$ cat src/rtl/regfile_pkg.sv
// regfile_pkg: constants shared by the operand register file, the ALU and
// the controller that drives them.
package regfile_pkg;

    // Default geometry; the data width must match the ALU width.
    localparam int REGFILE_N_DEFAULT = 8;
    localparam int REGFILE_M_DEFAULT = 3;

    // Write-data source select encoding.
    localparam logic WD_SEL_DIN = 1'b1;
    localparam logic WD_SEL_ALU = 1'b0;

    // Number of registers for a given address width.
    function automatic int regfile_depth(input int addr_w);
        return 1 << addr_w;
    endfunction

endpackage : regfile_pkg

$ cat src/rtl/regfile_if.sv
// regfile_if: bundle of the write port, the two read requests and the two
// registered operand outputs.
//
// Read handshake: a request is accepted on every rising edge where
// read_x=1 (there is no back-pressure). Exactly one cycle later qx_valid=1
// and qx carries the data for that request. When read_x=0, qx_valid falls
// to 0 on the next edge while qx keeps its last value.
interface regfile_if
    import regfile_pkg::*;
#(
    parameter int n = REGFILE_N_DEFAULT,
    parameter int m = REGFILE_M_DEFAULT
) ();

    logic         wd_sel;
    logic [n-1:0] din;
    logic [n-1:0] alu_sum;
    logic         write;
    logic [m-1:0] waddr;
    logic         read_a;
    logic [m-1:0] raddr_a;
    logic         read_b;
    logic [m-1:0] raddr_b;
    logic [n-1:0] qa;
    logic [n-1:0] qb;
    logic         qa_valid;
    logic         qb_valid;

    // Controller / stimulus side.
    modport master (
        output wd_sel, din, alu_sum, write, waddr,
        output read_a, raddr_a, read_b, raddr_b,
        input  qa, qb, qa_valid, qb_valid
    );

    // Register file side.
    modport slave (
        input  wd_sel, din, alu_sum, write, waddr,
        input  read_a, raddr_a, read_b, raddr_b,
        output qa, qb, qa_valid, qb_valid
    );

endinterface : regfile_if

$ cat src/rtl/regfile_read_port.sv
// regfile_read_port: one registered read port (data register + valid flop).
// Optional macro REGFILE_BYPASS_EN: when defined, a read that hits the
// address being written in the same edge returns the new write data
// (write-first); when undefined it returns the stored contents (read-first).
module regfile_read_port
    import regfile_pkg::*;
#(
    parameter int n = REGFILE_N_DEFAULT,
    parameter int m = REGFILE_M_DEFAULT
) (
    input  logic         clk,
    input  logic         rst,
    input  logic         read,
    input  logic [m-1:0] raddr,
    input  logic [n-1:0] regs [2**m],
    input  logic         write,
    input  logic [m-1:0] waddr,
    input  logic [n-1:0] wdata,
    output logic [n-1:0] q,
    output logic         q_valid
);

`ifdef REGFILE_BYPASS_EN
    localparam bit BYPASS_EN = 1'b1;
`else
    localparam bit BYPASS_EN = 1'b0;
`endif

    logic [n-1:0] q_d;
    logic [n-1:0] q_q;
    logic         q_valid_d;
    logic         q_valid_q;
    logic         wr_hit;

    // A read collides with the write when both target the same register.
    assign wr_hit = write && (waddr == raddr);

    // Next data/valid: load on a read request, otherwise hold data and drop valid.
    always_comb begin
        q_d       = q_q;
        q_valid_d = 1'b0;
        if (read) begin
            q_valid_d = 1'b1;
            if (BYPASS_EN && wr_hit) begin
                q_d = wdata;
            end else begin
                q_d = regs[raddr];
            end
        end
    end

    // Synchronous active-low reset clears the data and any pending result.
    always_ff @(posedge clk) begin
        if (!rst) begin
            q_q       <= '0;
            q_valid_q <= 1'b0;
        end else begin
            q_q       <= q_d;
            q_valid_q <= q_valid_d;
        end
    end

    assign q       = q_q;
    assign q_valid = q_valid_q;

endmodule : regfile_read_port

$ cat src/rtl/regfile.sv
// regfile: 2**m x n operand register file with one write port and two
// registered read ports feeding the ALU A/B operands.
// Optional macro REGFILE_BYPASS_EN selects write-first collision behaviour
// (see regfile_read_port); the default build is read-first.
module regfile
    import regfile_pkg::*;
#(
    parameter int n = REGFILE_N_DEFAULT,
    parameter int m = REGFILE_M_DEFAULT
) (
    input  logic clk,
    input  logic rst,
    regfile_if.slave bus
);

    localparam int DEPTH = 2**m;

    logic [n-1:0] regs_d [DEPTH];
    logic [n-1:0] regs_q [DEPTH];
    logic [n-1:0] wdata;

    // Write-data source: external load path or ALU write-back.
    assign wdata = (bus.wd_sel == WD_SEL_DIN) ? bus.din : bus.alu_sum;

    // Next storage contents: only the addressed register changes on a write.
    always_comb begin
        regs_d = regs_q;
        if (bus.write) begin
            regs_d[bus.waddr] = wdata;
        end
    end

    // Storage array; reset clears every register and overrides a write.
    always_ff @(posedge clk) begin
        if (!rst) begin
            regs_q <= '{default: '0};
        end else begin
            regs_q <= regs_d;
        end
    end

    regfile_read_port #(.n(n), .m(m)) u_port_a (
        .clk     (clk),
        .rst     (rst),
        .read    (bus.read_a),
        .raddr   (bus.raddr_a),
        .regs    (regs_q),
        .write   (bus.write),
        .waddr   (bus.waddr),
        .wdata   (wdata),
        .q       (bus.qa),
        .q_valid (bus.qa_valid)
    );

    regfile_read_port #(.n(n), .m(m)) u_port_b (
        .clk     (clk),
        .rst     (rst),
        .read    (bus.read_b),
        .raddr   (bus.raddr_b),
        .regs    (regs_q),
        .write   (bus.write),
        .waddr   (bus.waddr),
        .wdata   (wdata),
        .q       (bus.qb),
        .q_valid (bus.qb_valid)
    );

endmodule : regfile
$ cat src/flat_wrapper.sv
// flat-port wrapper written by rule: the top's interface ports become plain ports
module regfile_flat import regfile_pkg::*;
#(
    parameter int n = REGFILE_N_DEFAULT,
    parameter int m = REGFILE_M_DEFAULT
)
  (clk, rst, bus_wd_sel, bus_din, bus_alu_sum, bus_write, bus_waddr, bus_read_a, bus_raddr_a, bus_read_b, bus_raddr_b, bus_qa, bus_qb, bus_qa_valid, bus_qb_valid);
  regfile_if #(.n(n), .m(m)) bus_i ();
  input  logic clk;
  input  logic rst;
  input wire logic [$bits(bus_i.wd_sel)-1:0] bus_wd_sel;
  input wire logic [$bits(bus_i.din)-1:0] bus_din;
  input wire logic [$bits(bus_i.alu_sum)-1:0] bus_alu_sum;
  input wire logic [$bits(bus_i.write)-1:0] bus_write;
  input wire logic [$bits(bus_i.waddr)-1:0] bus_waddr;
  input wire logic [$bits(bus_i.read_a)-1:0] bus_read_a;
  input wire logic [$bits(bus_i.raddr_a)-1:0] bus_raddr_a;
  input wire logic [$bits(bus_i.read_b)-1:0] bus_read_b;
  input wire logic [$bits(bus_i.raddr_b)-1:0] bus_raddr_b;
  output wire logic [$bits(bus_i.qa)-1:0] bus_qa;
  output wire logic [$bits(bus_i.qb)-1:0] bus_qb;
  output wire logic [$bits(bus_i.qa_valid)-1:0] bus_qa_valid;
  output wire logic [$bits(bus_i.qb_valid)-1:0] bus_qb_valid;
  assign bus_i.wd_sel = bus_wd_sel;
  assign bus_i.din = bus_din;
  assign bus_i.alu_sum = bus_alu_sum;
  assign bus_i.write = bus_write;
  assign bus_i.waddr = bus_waddr;
  assign bus_i.read_a = bus_read_a;
  assign bus_i.raddr_a = bus_raddr_a;
  assign bus_i.read_b = bus_read_b;
  assign bus_i.raddr_b = bus_raddr_b;
  assign bus_qa = bus_i.qa;
  assign bus_qb = bus_i.qb;
  assign bus_qa_valid = bus_i.qa_valid;
  assign bus_qb_valid = bus_i.qb_valid;
  regfile #(.n(n), .m(m)) u_core (.clk(clk), .rst(rst), .bus(bus_i));
endmodule
$ cat config.mk
export PLATFORM = sky130hd
export DESIGN_NAME = regfile_flat
export DESIGN_NICKNAME = d
export VERILOG_FILES = /design/src/rtl/regfile_pkg.sv /design/src/rtl/regfile_if.sv /design/src/rtl/regfile_read_port.sv /design/src/rtl/regfile.sv /design/src/flat_wrapper.sv
export SDC_FILE = /design/constraint.sdc
export NUM_CORES = 1
export LEC_CHECK = 0
export BUFFER_PORTS_ARGS = -buffer_cell sky130_fd_sc_hd__buf_4
export CAP_MARGIN = 10
export CORE_ASPECT_RATIO = 0.7
export CORE_UTILIZATION = 50
export CTS_BUF_LIST = sky130_fd_sc_hd__clkbuf_8
export DETAILED_ROUTE_END_ITERATION = 7
export PLACE_DENSITY_LB_ADDON = 0.05
export SLEW_MARGIN = 15
export SYNTH_ARGS = -nofsm -noshare
export SYNTH_HDL_FRONTEND = slang
export SYNTH_HIERARCHICAL = 1
export SYNTH_SLANG_ARGS = --single-unit
$ cat constraint.sdc
create_clock -name clk -period 2.4 [get_ports clk]
set_clock_uncertainty 0.1 [all_clocks]
set_input_delay 0.48 -clock clk [delete_from_list [all_inputs] [get_ports clk]]
set_output_delay 0.48 -clock clk [all_outputs]
set_load 0.05 [all_outputs]
After elaboration in Yosys (flattened, before gate mapping) --
Index checks and enable logic that the tools add are counted.
Word-level totals: bits of input ports 31, flip-flop bits (word level) 82, word-level logic and storage cells 32, output and inout port bits 18
Cells by class: reductions and logical operators 1, bitwise gates (word level) 3, $lt $le $gt $ge 4, multiplexer cells 12
Operators by type and width (count):
- 64-bit bitwise mux | 1
- 8-bit binary-select mux with 3-bit select | 2
- 8-bit two-way mux | 6
- 8-bit demux with 3-bit select | 1
- 4-bit greater-or-equal comparator (second input constant) | 3
- 3-bit NOT with 4-bit output | 3
- 4-bit by 1-bit less-than comparator with 1-bit output (second input constant) | 1
- 1-bit two-way mux | 2
- 1-bit logical AND | 1

Logic depth before layout (Yosys ltp) --
depth after elaboration 6, mapped depth 6, mapped depth without buffers 4

By module --
The synthesis kept the hierarchy.
Modules (own cells, without submodules):
- regfile | seq. area each 1281.2 µm², instances 1, cells an instance 239, area each 2597.5 µm²
- regfile_read_port | seq. area each 180.2 µm², instances 2, cells an instance 84, area each 815.8 µm²

Worst setup path before layout --
OpenSTA, ideal clock, no wires.
path kind in2reg, start input port bus_raddr_a[0], end register u_core.u_port_a.q_q[3] (netlist: u_core/u_port_a/q[3]), required time 2.169 ns, path slack 0.873 ns, buffers on the path 2, data arrival time 1.296 ns, setup time 0.131 ns, stages on the path 5, cells stage by stage buf_6 -> buf_12 -> mux2_2 -> o221ai_1 -> a21oi_1
On the way: longest elaborated chain between the ends 4
RTL lines:
- start, declared | RTL line flat_wrapper.sv:17 | input wire logic [$bits(bus_i.raddr_a)-1:0] bus_raddr_a;
- 3-bit NOT with 4-bit output (implied by the code) | RTL line regfile_read_port.sv:47 | q_d = regs[raddr];
- 8-bit binary-select mux with 3-bit select | RTL line regfile_read_port.sv:47
- 8-bit two-way mux (implied by the code) (2 in series) | RTL line regfile_read_port.sv:47
- end signal, assigned | RTL line regfile_read_port.sv:58 | q_q <= q_d;
- end, declared | RTL line regfile_read_port.sv:30 | logic [n-1:0] q_q;
Every way passes these cells. The select of a mux whose other input is x is not followed. A chain may end at the register's enable or synchronous reset.

Worst setup path in the final report --
start register u_core.u_port_a.q_q[1] (netlist: u_core/u_port_a/q[1]), end output port bus_qa[1]
RTL lines:
- end, declared | RTL line flat_wrapper.sv:20 | output wire logic [$bits(bus_i.qa)-1:0] bus_qa;
No word-level cell between the ends.

==> metrics <==
final hold slack 0.320 ns; data arrival time of the critical path 0.98 ns; static leakage power 2.60 nW; type of the tightest min-delay check in2reg; number of global-route vias before repair 3003; number of buffers created by CTS 9; maximum single-stage delay on the critical path 0.40 ns; total wire length 11000 µm; mean cell area of the mapped netlist 10.5 µm²; max-slew violation count 0; Finish-stage setup viols 0; PortBufs 48; Final Hold Fails 0; area of the mapped netlist 4200 µm²; detailed-router iteration count before antenna repair 7; kind of end point of the critical path output pin; post-layout min period 1.56 ns; Core Box Area 8010 µm²; total met2 wirelength after detailed routing 4350 µm; routed metal-1 wirelength 5630 µm; gr ovfl total 0; number of routed nets with antenna violations 0; horizontal extent of the die 112 µm; number of vias in the routed layout 3371; failing checks DRC; pin count of the biggest net entering global routing 55; upper clock frequency limit 641 MHz; maximum buffer depth of the clock tree 2; slew of the pin with the lowest slew margin 0.697 ns; final worst-path cycle share 65.0%; outcome finished with violations; worst path bufs/invs 1; Max-Cap Viols 0; first-pass GRT wire length 17300 µm; startpoint class of the critical path register; Net Count, Synth 430; largest vdd supply drop 357 µV; clock input transition at the sequential cells of the worst setup and hold paths 0.08 ns; synthesis-to-layout area growth 11.9%; synthesis warning total 6; CTS-repair resized insts 0; normalized max-slew margin 53.5%; Max Fanout on Critical Path 2; die area 8770 µm²; number of diodes 0; required time reported for the critical path endpoint 1.82 ns; Final WS setup 0.841 ns; kind of critical path reg2out; power density cells 645 nW/µm²; Critical Path, Cell by Cell buf_4; Die H 78.7 µm; post-CTS setup buffer count 0; ratio of cells with drive above 1 in the final layout 26.2%; DP HPWL 7610 µm; Clock Sinks 82; count of mapped cells out of synthesis 399; number of levels the H-tree was split into 3; initial core utilization 52.4%; worst setup slack before clock tree synthesis 0.504 ns; count of hold buffers inserted by post-cts repair 0; Top-Level Pins 49; Clock Root Buffer sky130_fd_sc_hd__clkbuf_8; Avg WL per Cell 20.4 µm; nets 466; number of vias per cell 6.24; total global routing track utilization 26.6%; initial antenna violation count 0; post-route total power 0.00303 W; # fillers 696; placement row count 27; Setup TNS Final 0 ns; gate family responsible for the most delay along the worst path flip-flops; top layer used by detailed routing met4; Worst path slowest cell sky130_fd_sc_hd__dfxtp_1; global placer's final weighted congestion 0.823; TritonCTS clock tree yes; setup repair after global routing missed its margin no; clock insertion delay at the later pin of the skew report 0.36 ns; DR iter-0 viols 246; DRC violations left 5; amount of wire on met3 after detailed routing 953 µm
==> cell usage in the layout (no fill, tap or decap) <==
| cell | instances |
|---|---|
| sky130_fd_sc_hd__mux2i_1 | 32 |
| sky130_fd_sc_hd__and4bb_1 | 3 |
| sky130_fd_sc_hd__clkbuf_8 | 9 |
| sky130_fd_sc_hd__buf_4 | 59 |
| sky130_fd_sc_hd__and4_1 | 1 |
| sky130_fd_sc_hd__nor2b_1 | 2 |
| sky130_fd_sc_hd__mux2i_4 | 2 |
| sky130_fd_sc_hd__inv_1 | 1 |
| sky130_fd_sc_hd__o22ai_1 | 12 |
| sky130_fd_sc_hd__and4b_1 | 3 |
| sky130_fd_sc_hd__buf_12 | 1 |
| sky130_fd_sc_hd__nand2_1 | 66 |
| sky130_fd_sc_hd__o21ai_0 | 16 |
| sky130_fd_sc_hd__a21oi_1 | 16 |
| sky130_fd_sc_hd__mux2_2 | 32 |
| sky130_fd_sc_hd__dfxtp_1 | 82 |
| sky130_fd_sc_hd__mux2i_2 | 6 |
| sky130_fd_sc_hd__bufinv_16 | 2 |
| sky130_fd_sc_hd__o211a_1 | 64 |
| sky130_fd_sc_hd__nand2b_1 | 2 |
| sky130_fd_sc_hd__o221ai_1 | 4 |
| sky130_fd_sc_hd__clkinv_2 | 1 |
| sky130_fd_sc_hd__clkinvlp_4 | 2 |
| sky130_fd_sc_hd__a22oi_1 | 4 |
| sky130_fd_sc_hd__and2_1 | 2 |
| sky130_fd_sc_hd__nor4b_4 | 1 |
| sky130_fd_sc_hd__nor2_1 | 2 |
| sky130_fd_sc_hd__a221o_1 | 12 |
==> registers in the layout (all words and copies together) (netlist names) <==
name	flops
u_core/regs_q	64
u_core/u_port_b/q	8
u_core/u_port_a/q_valid	1
u_core/u_port_b/q_valid	1
u_core/u_port_a/q	8
==> area by class of cell <==
type	count	area, µm²	share of cell area, %
Multi-Input combinational cell	282	2260	48.1
Timing Repair Buffer	60	463	9.85
Sequential cell	82	1640	34.9
Tap cell	101	126	2.69
Clock buffer	9	124	2.64
Clock inverter	6	83.8	1.78
==> metrics by stage <==
stage	area [µm²]	std cells	util (%)
4_1_cts	4700	540	58.7
3_5_place_dp	4490	525	56.1
2_1_floorplan	4200	399	-
6_report	4700	540	58.7
5_1_grt	4700	540	58.7
3_3_place_gp	4490	525	56.1
==> layer usage <==
metal  global-route usage [%]  vias up
met3                     6.18       12
met2                     37.1      159
li1                         -     1582
met1                     40.3     1618
met4                     6.89        0
met5                        0        -
==> final timing paths <==
path | start | end | slack [ns] | cells past startpoint
hold reg to reg | u_core/regs_q[2] | u_core/regs_q[2] | 0.43 | 1
setup reg to reg | u_core/regs_q[35] | u_core/u_port_a/q[3] | 1.06 | 4
setup / recovery | u_core/u_port_a/q[1] | bus_qa[1] | 0.84 | 1
hold / removal | bus_read_b | u_core/u_port_b/q[5] | 0.32 | 2
==> where the power goes <==
part           internal (W)  switching, W
Clock              0.000574      0.000496
Sequential          0.00142     0.0000456
Combinational      0.000204      0.000294
(Power assumes the default switching activity.)
